===== src/rtl/id_ex_stage_reg_pkg.sv =====
// Purpose: shared types and constants for the ID/EX pipeline register slice.
// Latency: n/a (package only).
// Backpressure: n/a (package only).
//
// Contents:
//   REG_ZERO       - architectural zero register index (writes are discarded)
//   CTRL_W_DEF     - default width of the opaque ALU/branch control bundle
//   CNT_W_DEF      - default width of the load-use bubble counter
//   CTRL_*         - field offsets inside the control bundle, decoded by EX
//   ex_fields_t    - registered EX-side fields other than the control bundle
package id_ex_stage_reg_pkg;

  localparam logic [4:0] REG_ZERO   = 5'd0;
  localparam int         CTRL_W_DEF = 12;
  localparam int         CNT_W_DEF  = 16;

  // Control bundle layout. This stage never looks inside the bundle; the
  // offsets live here so decode (producer) and EX (consumer) agree on them.
  localparam int CTRL_ALU_OP_LSB   = 0;
  localparam int CTRL_ALU_OP_W     = 4;
  localparam int CTRL_ALU_SRC_IMM  = 4;
  localparam int CTRL_BRANCH       = 5;
  localparam int CTRL_BR_COND_LSB  = 6;
  localparam int CTRL_BR_COND_W    = 3;
  localparam int CTRL_JUMP         = 9;
  localparam int CTRL_JUMP_REG     = 10;
  localparam int CTRL_LINK         = 11;

  // Everything the stage registers except the parameterised control bundle.
  typedef struct packed {
    logic        valid;
    logic        reg_we;
    logic        mem_read;
    logic [31:0] pc;
    logic [31:0] a_data;
    logic [31:0] b_data;
    logic [31:0] imm;
    logic [4:0]  rs;
    logic [4:0]  rt;
    logic [4:0]  w;
  } ex_fields_t;

  // A bubble is an all-zero slot: invalid, no side effects, data cleared so
  // nothing stale is visible to EX or to debug tooling.
  localparam ex_fields_t EX_BUBBLE = '0;

endpackage


===== src/rtl/id_ex_stage_reg_if.sv =====
// Purpose: decode-side and execute-side signal bundle of the ID/EX register.
// Latency: n/a (wiring only).
// Backpressure: none carried here; stall/hold travel as plain scalar ports.
//
// Modports:
//   master - decode/pipeline side: drives id_*, observes ex_*
//   slave  - the stage register: consumes id_*, drives ex_*
interface id_ex_stage_reg_if #(
  parameter int CTRL_W = id_ex_stage_reg_pkg::CTRL_W_DEF
);

  // Decode side
  logic              id_valid;
  logic [31:0]       id_pc;
  logic [4:0]        id_rs;
  logic [4:0]        id_rt;
  logic              id_uses_rs;
  logic              id_uses_rt;
  logic [4:0]        id_w;
  logic              id_reg_we;
  logic              id_mem_read;
  logic [31:0]       id_a_data;
  logic [31:0]       id_b_data;
  logic [31:0]       id_imm;
  logic [CTRL_W-1:0] id_ctrl;

  // Execute side (registered copies)
  logic              ex_valid;
  logic              ex_reg_we;
  logic              ex_mem_read;
  logic [31:0]       ex_pc;
  logic [31:0]       ex_a_data;
  logic [31:0]       ex_b_data;
  logic [31:0]       ex_imm;
  logic [4:0]        ex_rs;
  logic [4:0]        ex_rt;
  logic [4:0]        ex_w;
  logic [CTRL_W-1:0] ex_ctrl;

  modport master (
    output id_valid, id_pc, id_rs, id_rt, id_uses_rs, id_uses_rt, id_w,
           id_reg_we, id_mem_read, id_a_data, id_b_data, id_imm, id_ctrl,
    input  ex_valid, ex_reg_we, ex_mem_read, ex_pc, ex_a_data, ex_b_data,
           ex_imm, ex_rs, ex_rt, ex_w, ex_ctrl
  );

  modport slave (
    input  id_valid, id_pc, id_rs, id_rt, id_uses_rs, id_uses_rt, id_w,
           id_reg_we, id_mem_read, id_a_data, id_b_data, id_imm, id_ctrl,
    output ex_valid, ex_reg_we, ex_mem_read, ex_pc, ex_a_data, ex_b_data,
           ex_imm, ex_rs, ex_rt, ex_w, ex_ctrl
  );

endinterface


===== src/rtl/id_ex_stage_reg_load_use_detect.sv =====
// Purpose: flags a decode instruction that reads the destination of a load now in EX.
// Latency: combinational, zero cycles.
// Backpressure: none; the caller turns hazard into a stall/bubble.
//
// Ports:
//   ex_valid, ex_mem_read, ex_w      - instruction currently in EX
//   id_valid, id_rs, id_rt,
//   id_uses_rs, id_uses_rt           - instruction currently in decode
//   hazard                           - load-use dependency present
module id_ex_stage_reg_load_use_detect
  import id_ex_stage_reg_pkg::*;
(
  input  logic       ex_valid,
  input  logic       ex_mem_read,
  input  logic [4:0] ex_w,
  input  logic       id_valid,
  input  logic [4:0] id_rs,
  input  logic [4:0] id_rt,
  input  logic       id_uses_rs,
  input  logic       id_uses_rt,
  output logic       hazard
);

  logic ex_is_load;
  logic rs_dep;
  logic rt_dep;

  // A load targeting r0 produces nothing readable, so it can never cause a
  // dependency even if decode names r0 as a source.
  assign ex_is_load = ex_valid & ex_mem_read & (ex_w != REG_ZERO);
  assign rs_dep     = id_uses_rs & (id_rs == ex_w);
  assign rt_dep     = id_uses_rt & (id_rt == ex_w);
  assign hazard     = ex_is_load & id_valid & (rs_dep | rt_dep);

endmodule


===== src/rtl/id_ex_stage_reg.sv =====
// Purpose: ID/EX pipeline register with load-use bubble insertion and a bubble counter.
// Latency: one cycle id_* -> ex_*; load_use_stall is combinational in the same cycle.
// Backpressure: mem_hold freezes the register; load_use_stall asks PC/IF-ID to re-present decode.
//
// Ports:
//   clk, rst        - clock; synchronous active-high reset (overrides everything)
//   pipe (slave)    - id_* decode fields in, ex_* registered copies out
//   ex_flush        - taken branch/jump in EX; the decode instruction is killed
//   mem_hold        - memory stall; every ex_* output keeps its value
//   load_use_stall  - decode must hold this cycle (bubble goes to EX)
//   bubble_cnt      - saturating count of load-use bubbles inserted
module id_ex_stage_reg
  import id_ex_stage_reg_pkg::*;
#(
  parameter int CTRL_W = CTRL_W_DEF,
  parameter int CNT_W  = CNT_W_DEF
) (
  input  logic              clk,
  input  logic              rst,
  id_ex_stage_reg_if.slave  pipe,
  input  logic              ex_flush,
  input  logic              mem_hold,
  output logic              load_use_stall,
  output logic [CNT_W-1:0]  bubble_cnt
);

  ex_fields_t        ex_q;
  ex_fields_t        ex_d;
  logic [CTRL_W-1:0] ctrl_q;
  logic [CTRL_W-1:0] ctrl_d;
  logic [CNT_W-1:0]  cnt_q;
  logic [CNT_W-1:0]  cnt_d;
  logic              hazard;

  // Hazard is evaluated against the registered EX slot, not the incoming one.
  id_ex_stage_reg_load_use_detect u_load_use_detect (
    .ex_valid    (ex_q.valid),
    .ex_mem_read (ex_q.mem_read),
    .ex_w        (ex_q.w),
    .id_valid    (pipe.id_valid),
    .id_rs       (pipe.id_rs),
    .id_rt       (pipe.id_rt),
    .id_uses_rs  (pipe.id_uses_rs),
    .id_uses_rt  (pipe.id_uses_rt),
    .hazard      (hazard)
  );

  // A flush already discards the decode instruction, and a hold already
  // freezes the whole pipe, so neither needs an extra stall request.
  assign load_use_stall = hazard & ~ex_flush & ~mem_hold;

  always_comb begin
    ex_d   = ex_q;
    ctrl_d = ctrl_q;
    cnt_d  = cnt_q;
    if (ex_flush) begin
      ex_d   = EX_BUBBLE;
      ctrl_d = '0;
    end else if (mem_hold) begin
      // keep everything, including the counter
    end else if (hazard) begin
      ex_d   = EX_BUBBLE;
      ctrl_d = '0;
      if (cnt_q != {CNT_W{1'b1}}) begin
        cnt_d = cnt_q + CNT_W'(1);
      end
    end else begin
      ex_d.valid    = pipe.id_valid;
      // Side-effect controls are gated so an empty decode slot can never
      // write the register file or issue a load.
      ex_d.reg_we   = pipe.id_valid & pipe.id_reg_we;
      ex_d.mem_read = pipe.id_valid & pipe.id_mem_read;
      ex_d.pc       = pipe.id_pc;
      ex_d.a_data   = pipe.id_a_data;
      ex_d.b_data   = pipe.id_b_data;
      ex_d.imm      = pipe.id_imm;
      ex_d.rs       = pipe.id_rs;
      ex_d.rt       = pipe.id_rt;
      ex_d.w        = pipe.id_w;
      ctrl_d        = pipe.id_ctrl;
    end
  end

  always_ff @(posedge clk) begin
    if (rst) begin
      ex_q   <= EX_BUBBLE;
      ctrl_q <= '0;
      cnt_q  <= '0;
    end else begin
      ex_q   <= ex_d;
      ctrl_q <= ctrl_d;
      cnt_q  <= cnt_d;
    end
  end

  assign pipe.ex_valid    = ex_q.valid;
  assign pipe.ex_reg_we   = ex_q.reg_we;
  assign pipe.ex_mem_read = ex_q.mem_read;
  assign pipe.ex_pc       = ex_q.pc;
  assign pipe.ex_a_data   = ex_q.a_data;
  assign pipe.ex_b_data   = ex_q.b_data;
  assign pipe.ex_imm      = ex_q.imm;
  assign pipe.ex_rs       = ex_q.rs;
  assign pipe.ex_rt       = ex_q.rt;
  assign pipe.ex_w        = ex_q.w;
  assign pipe.ex_ctrl     = ctrl_q;
  assign bubble_cnt       = cnt_q;

endmodule


===== src/flat_wrapper.sv =====
// flat-port wrapper written by rule: the top's interface ports become plain ports
module id_ex_stage_reg_flat import id_ex_stage_reg_pkg::*;
#(
  parameter int CTRL_W = CTRL_W_DEF,
  parameter int CNT_W  = CNT_W_DEF
)
  (clk, rst, ex_flush, mem_hold, load_use_stall, bubble_cnt, pipe_id_valid, pipe_id_pc, pipe_id_rs, pipe_id_rt, pipe_id_uses_rs, pipe_id_uses_rt, pipe_id_w, pipe_id_reg_we, pipe_id_mem_read, pipe_id_a_data, pipe_id_b_data, pipe_id_imm, pipe_id_ctrl, pipe_ex_valid, pipe_ex_reg_we, pipe_ex_mem_read, pipe_ex_pc, pipe_ex_a_data, pipe_ex_b_data, pipe_ex_imm, pipe_ex_rs, pipe_ex_rt, pipe_ex_w, pipe_ex_ctrl);
  id_ex_stage_reg_if #(.CTRL_W(CTRL_W)) pipe_i ();
  input  logic clk;
  input  logic rst;
  input  logic ex_flush;
  input  logic mem_hold;
  output logic load_use_stall;
  output logic [CNT_W-1:0] bubble_cnt;
  input wire logic [$bits(pipe_i.id_valid)-1:0] pipe_id_valid;
  input wire logic [$bits(pipe_i.id_pc)-1:0] pipe_id_pc;
  input wire logic [$bits(pipe_i.id_rs)-1:0] pipe_id_rs;
  input wire logic [$bits(pipe_i.id_rt)-1:0] pipe_id_rt;
  input wire logic [$bits(pipe_i.id_uses_rs)-1:0] pipe_id_uses_rs;
  input wire logic [$bits(pipe_i.id_uses_rt)-1:0] pipe_id_uses_rt;
  input wire logic [$bits(pipe_i.id_w)-1:0] pipe_id_w;
  input wire logic [$bits(pipe_i.id_reg_we)-1:0] pipe_id_reg_we;
  input wire logic [$bits(pipe_i.id_mem_read)-1:0] pipe_id_mem_read;
  input wire logic [$bits(pipe_i.id_a_data)-1:0] pipe_id_a_data;
  input wire logic [$bits(pipe_i.id_b_data)-1:0] pipe_id_b_data;
  input wire logic [$bits(pipe_i.id_imm)-1:0] pipe_id_imm;
  input wire logic [$bits(pipe_i.id_ctrl)-1:0] pipe_id_ctrl;
  output wire logic [$bits(pipe_i.ex_valid)-1:0] pipe_ex_valid;
  output wire logic [$bits(pipe_i.ex_reg_we)-1:0] pipe_ex_reg_we;
  output wire logic [$bits(pipe_i.ex_mem_read)-1:0] pipe_ex_mem_read;
  output wire logic [$bits(pipe_i.ex_pc)-1:0] pipe_ex_pc;
  output wire logic [$bits(pipe_i.ex_a_data)-1:0] pipe_ex_a_data;
  output wire logic [$bits(pipe_i.ex_b_data)-1:0] pipe_ex_b_data;
  output wire logic [$bits(pipe_i.ex_imm)-1:0] pipe_ex_imm;
  output wire logic [$bits(pipe_i.ex_rs)-1:0] pipe_ex_rs;
  output wire logic [$bits(pipe_i.ex_rt)-1:0] pipe_ex_rt;
  output wire logic [$bits(pipe_i.ex_w)-1:0] pipe_ex_w;
  output wire logic [$bits(pipe_i.ex_ctrl)-1:0] pipe_ex_ctrl;
  assign pipe_i.id_valid = pipe_id_valid;
  assign pipe_i.id_pc = pipe_id_pc;
  assign pipe_i.id_rs = pipe_id_rs;
  assign pipe_i.id_rt = pipe_id_rt;
  assign pipe_i.id_uses_rs = pipe_id_uses_rs;
  assign pipe_i.id_uses_rt = pipe_id_uses_rt;
  assign pipe_i.id_w = pipe_id_w;
  assign pipe_i.id_reg_we = pipe_id_reg_we;
  assign pipe_i.id_mem_read = pipe_id_mem_read;
  assign pipe_i.id_a_data = pipe_id_a_data;
  assign pipe_i.id_b_data = pipe_id_b_data;
  assign pipe_i.id_imm = pipe_id_imm;
  assign pipe_i.id_ctrl = pipe_id_ctrl;
  assign pipe_ex_valid = pipe_i.ex_valid;
  assign pipe_ex_reg_we = pipe_i.ex_reg_we;
  assign pipe_ex_mem_read = pipe_i.ex_mem_read;
  assign pipe_ex_pc = pipe_i.ex_pc;
  assign pipe_ex_a_data = pipe_i.ex_a_data;
  assign pipe_ex_b_data = pipe_i.ex_b_data;
  assign pipe_ex_imm = pipe_i.ex_imm;
  assign pipe_ex_rs = pipe_i.ex_rs;
  assign pipe_ex_rt = pipe_i.ex_rt;
  assign pipe_ex_w = pipe_i.ex_w;
  assign pipe_ex_ctrl = pipe_i.ex_ctrl;
  id_ex_stage_reg #(.CTRL_W(CTRL_W), .CNT_W(CNT_W)) u_core (.clk(clk), .rst(rst), .pipe(pipe_i), .ex_flush(ex_flush), .mem_hold(mem_hold), .load_use_stall(load_use_stall), .bubble_cnt(bubble_cnt));
endmodule

===== config.mk =====
export PLATFORM = sky130hd
export DESIGN_NAME = id_ex_stage_reg_flat
export DESIGN_NICKNAME = d
export VERILOG_FILES = /design/src/rtl/id_ex_stage_reg_pkg.sv /design/src/rtl/id_ex_stage_reg_if.sv /design/src/rtl/id_ex_stage_reg_load_use_detect.sv /design/src/rtl/id_ex_stage_reg.sv /design/src/flat_wrapper.sv
export SDC_FILE = /design/constraint.sdc
export NUM_CORES = 1
export LEC_CHECK = 0
export ABC_AREA = 1
export ABC_CLOCK_PERIOD_IN_PS = 2300
export BUFFER_PORTS_ARGS = -buffer_cell sky130_fd_sc_hd__buf_4
export CORE_AREA = 2 2 133 135
export DETAILED_ROUTE_END_ITERATION = 7
export DIE_AREA = 0 0 135 137
export GPL_TIMING_DRIVEN = 0
export PLACE_DENSITY_LB_ADDON = 0.08
export SLEW_MARGIN = 20
export SYNTH_ARGS = -nofsm -noshare
export SYNTH_HDL_FRONTEND = slang
export SYNTH_SLANG_ARGS = --single-unit

===== constraint.sdc =====
create_clock -name clk -period 2.3 [get_ports clk]
set_clock_uncertainty 0.2 [all_clocks]
set_input_delay 0.23 -clock clk [delete_from_list [all_inputs] [get_ports clk]]
set_output_delay 0.23 -clock clk [all_outputs]
set_load 0.02 [all_outputs]

======== After elaboration in Yosys (flattened, before gate mapping) ========
Cells that the tools add are included.
storage, ports and cells
  bits in registers ....................... 174
  bits in latches ......................... 0
  RAM bits ................................ 0
  bits in read-only memories .............. 0
  bits of input ports ..................... 164
  output and inout bits ................... 175
  logic and storage cells ................. 34
  memories ................................ 0
operators by class
  add/sub/neg operators ................... 1
  multiply operators ...................... 0
  div/mod/pow operators ................... 0
  magnitude comparators ................... 0
  equality and inequality tests ........... 3
  shifts and indexed selects .............. 0
  muxes and demuxes ....................... 2
  bitwise operators ....................... 13
  reductions and logical operators ........ 3
operators with widths
  operator                                                         number
  146-bit two-way mux                                              1
  16-bit by 1-bit adder with 16-bit output, second input constant  1
  16-bit inequality test, second input constant                    1
  12-bit two-way mux                                               1
  1-bit bitwise AND                                                10
  5-bit equality test                                              2
  5-bit nonzero test                                               1
  4-bit AND reduction                                              1
  1-bit inverter                                                   2
  2-bit OR reduction                                               1
  1-bit OR                                                         1

======== Longest topological paths before layout ========
  depth in word-level cells ............... 6
  gate-level depth with buffers ........... 11
  mapped depth without buffers ............ 11

======== Cells and area by module ========
From an unflattened synthesis, not the netlist that was laid out.
unflattened totals
  cell total of the unflattened synthesis .. 895
  area total of the unflattened synthesis .. 6617.6 sq um
by module, submodules not included
  module                           instances  cells an instance  area each (sq um)  seq. area each (sq um)
  id_ex_stage_reg                  1          843                6402.4             3483.3
  id_ex_stage_reg_load_use_detect  1          52                 215.2              0.0

======== Least setup slack after synthesis ========
OpenSTA, ideal clock, no wires.
  kind .................................... reg2reg
  from .................................... register u_core.cnt_q[1], in the netlist u_core.bubble_cnt[1]
  to ...................................... register u_core.cnt_q[10], in the netlist u_core.bubble_cnt[10]
  setup time .............................. 113 ps
  arrival time ............................ 1560 ps
  data required time ...................... 1987 ps
  setup slack ............................. 427 ps
  stages on the path, launching flop included .. 12
  path buffers ............................ 1
  period minus slack after synthesis ...... 1873 ps
  cells stage by stage .................... dfxtp_1 > ha_1 > nand2_1 > nor2_2 > nand2_2 > nor2_2 > nand2_2 > nand4_2 > buf_6 > nand2_1 > nand2_1 > nor2_1
between the ends
  cells in the longest elaborated chain, start to end .. 2
  elaborated cells between the ends (all ways) .. 3
  those cells by class .................... add/sub (1); eq/ne (1); reduce/logical (1)
RTL lines
  what                                                                              line                   RTL
  from (decl)                                                                       id_ex_stage_reg.sv:31  logic [CNT_W-1:0] cnt_q;
  from (signal assigned)                                                            id_ex_stage_reg.sv:92  cnt_q <= cnt_d;
  branches (longest 2 deep; another with 16-bit by 1-bit adder with 16-bit output)  n/a
Several ways; the timed one is not identified.
A chain may end at the register's enable or synchronous reset.

======== Final worst setup path ========
  from .................................... input pipe_id_rs[3]
  to ...................................... output load_use_stall
between the ends
  cells in the longest elaborated chain, start to end .. 6
RTL lines
  what                            line                                   RTL
  from (decl)                     flat_wrapper.sv:17                     input wire logic [$bits(pipe_i.id_rs)-1:0] pipe_id_rs;
  5-bit equality test             id_ex_stage_reg_load_use_detect.sv:31  assign rs_dep = id_uses_rs & (id_rs == ex_w);
  1-bit bitwise AND               id_ex_stage_reg_load_use_detect.sv:31
  1-bit OR                        id_ex_stage_reg_load_use_detect.sv:33  assign hazard = ex_is_load & id_valid & (rs_dep | rt_dep);
  1-bit bitwise AND               id_ex_stage_reg_load_use_detect.sv:33
  1-bit bitwise AND (2 in a row)  id_ex_stage_reg.sv:50                  assign load_use_stall = hazard & ~ex_flush & ~mem_hold;
  to (decl)                       flat_wrapper.sv:13                     output logic load_use_stall;
Every way passes these cells.

==> run summary <==
initial DRC count - 475
CORE AREA - 17100 um2
Clock Tree Buf Depth - 2
hpwl dp - 17700 um
fin nets - 1595
ys async rst share - 0%
antenna viol nets, final - 0
CTS tree - yes
crit path max fanout - 6
DRT Pass-1 Iters - 5
via count - 8222
H-tree depth - 4
number of vias per cell - 4.93
Ant. Diodes - 0
largest net degree at the start of global routing - 17
R2R depth - 11
first-pass GRT wire length - 40300 um
distinct cell type count after synthesis - 26
Placed Area - 9700 um2
hold path depth - 6
Mapped Nets - 1078
I/O pin total - 339
Die Height - 137 um
cells after synthesis - 913
Worst Hold End - u_core.bubble_cnt[12]
CP Capture Type - output port
final WL - 26400 um
final setup TNS - 0 ps
clock root buffer master - clkbuf_16
worst-margin pin slew - 721 ps
post-synthesis sequential area ratio - 50.5%
synth-to-layout area growth - 72.4%
# clock sinks - 174
period utilization - 92.5%
total power - 7190 uW
count leader, synth - nand2_1
Max VDD drop - 0.000519 V
number of port buffers - 337
WP data arrival - 1700 ps
Max Fclk - 470 MHz
antenna violations before repair - 0
Hold Path Class - in -> reg
crit path kind - in -> out
Rows - 48
Clock transition at path regs - 60 ps
vias in the first global route - 7961
layout cell share with drive strength beyond 1 - 28.3%
hold wc startpoint - ex_flush
Die Wd - 135 um
Final Cell Area - 11900 um2
outcome - finished clean
pre-CTS setup slack - 50.9 ps
Synth Warn # - 0
final worst setup slack - 173 ps
Pins Over Slew Limit - 0
mapped cell area - 6890 um2
fill count - 1407
r2r endpoint - u_core.bubble_cnt[10]
Global Route Usage Sum - 27.6%
grt ovf - 0
crit path launch type - primary input
Initial Utilization - 40.4%
wire per inst - 15.8 um
Yosys top cell by area - dfxtp_1
Slew headroom - 51.9%
cell leakage power - 0.00572 uW
Synth area leaders - dfxtp_1, nand2_1, a21oi_1
Crit Reg-Reg Startpoint - u_core.bubble_cnt[1]
later-pin clock latency in the skew report - 430 ps
most instantiated cells after synthesis - nand2_1, dfxtp_1, a21oi_1
DRC Markers - 0
CTS buffer count - 17
final hold violation count - 0
RSZ-0062 raised after global routing - no
pwr/cell area - 605 nW/um2
R2R Setup Slk - 360 ps
endpoint required time on the critical path - 1870 ps
Final GP Congestion - 0.854
number of synthesized flops with an enable pin - 0
final setup fails - 0
Main synth FF type - dfxtp_1
post-synthesis register bit count - 174
die area - 18500 um2
max cap viols - 0
syn avg cell area - 7.55 um2
min Tclk post-route - 2130 ps
share of Yosys cell area claimed by the top area cell type - 50.5%
-- what timing repair did --
action                     CTS  global route
buffers inserted             1             1
gates resized for setup      0             2
setup endpoints to repair    1             1
hold buffers               159             0
pin swaps                    1             2
hold endpoints to repair   164             0
-- layer usage --
layer  GRT usage (%)  routed length (um)  vias up
li1                -                   -     4058
met1            33.0               10800     3791
met2            47.2               12900      311
met3            7.52                1820       62
met4            10.9                 822        0
met5               0                   0        -
-- logic make-up after synthesis --
family,after synthesis,synth area share [%]
fa+ha+maj,1,0.181
simple gates,336,20.0
buf+inv,101,7.19
xor+xnor,3,0.381
flops,174,50.5
compound gates,298,21.7
-- worst max-delay path: stages --
cell	delay [ps]
dlygate4sd3_1	530
buf_4	120
inv_1	40
nand2_1	50
nand2_1	60
nor2_1	110
nand3_1	90
nand2_2	100
nand2_4	90
nor2_4	120
buf_4	150
-- layout make-up --
cell class	instances	area [um2]	share of cell area (%)
repair buffers	498	4140	34.8
flip-flops and latches	174	3490	29.3
multi-input cells	638	2910	24.5
clock buffers	22	464	3.91
plain buffers	70	379	3.19
well taps	225	282	2.37
inverters	31	116	0.979
clock inverters	10	105	0.884
-- metrics by stage --
step,util (%),hold WS [ps],instances
6_report,69.7,20.2,1668
5_1_grt,69.7,82.5,1668
4_1_cts,69.6,9.06,1667
3_5_place_dp,56.9,236,1475
3_3_place_gp,56.9,237,1475
2_1_floorplan,-,102,913
-- worst max path at each step --
stage | start | end | cells past startpoint | slack [ps]
after floorplan | u_core.bubble_cnt[1] | u_core.bubble_cnt[10] | 11 | 430
after global placement | rst | u_core.pipe.ex_imm[4] | 6 | 90
after detailed placement | rst | u_core.pipe.ex_imm[24] | 6 | 50
after CTS | pipe_id_rs[4] | load_use_stall | 10 | 80
after global routing | pipe_id_rt[0] | load_use_stall | 10 | 20
final | pipe_id_rs[3] | load_use_stall | 11 | 170
-- placed cells by master (no fill, tap or decap), drive strengths merged, types with 6 or more instances in the layout --
| cell type | count |
|---|---|
| nor2 | 49 |
| nand4 | 6 |
| o21ai | 134 |
| dlygate4sd3 | 159 |
| a21oi | 163 |
| inv | 34 |
| buf | 363 |
| nand2 | 235 |
| clkbuf | 68 |
| nand3 | 38 |
| dfxtp | 174 |
-- where the power goes --
part,switching (uW),leakage [uW],internal (uW)
clock network,1270,0.000273,1570
logic,555,0.00403,599
registers,62.3,0.00142,3130
total,1890,0.00572,5290
-- flip-flops by register name (all words and copies together), names as in the netlist --
register,count
u_core.bubble_cnt,16
u_core.pipe.ex_a_data,32
u_core.pipe.ex_b_data,32
u_core.pipe.ex_ctrl,12
u_core.pipe.ex_imm,32
u_core.pipe.ex_mem_read,1
u_core.pipe.ex_pc,32
u_core.pipe.ex_reg_we,1
u_core.pipe.ex_rs,5
u_core.pipe.ex_rt,5
u_core.pipe.ex_valid,1
u_core.pipe.ex_w,5
No activity file was read; power rests on OpenSTA's default activity.
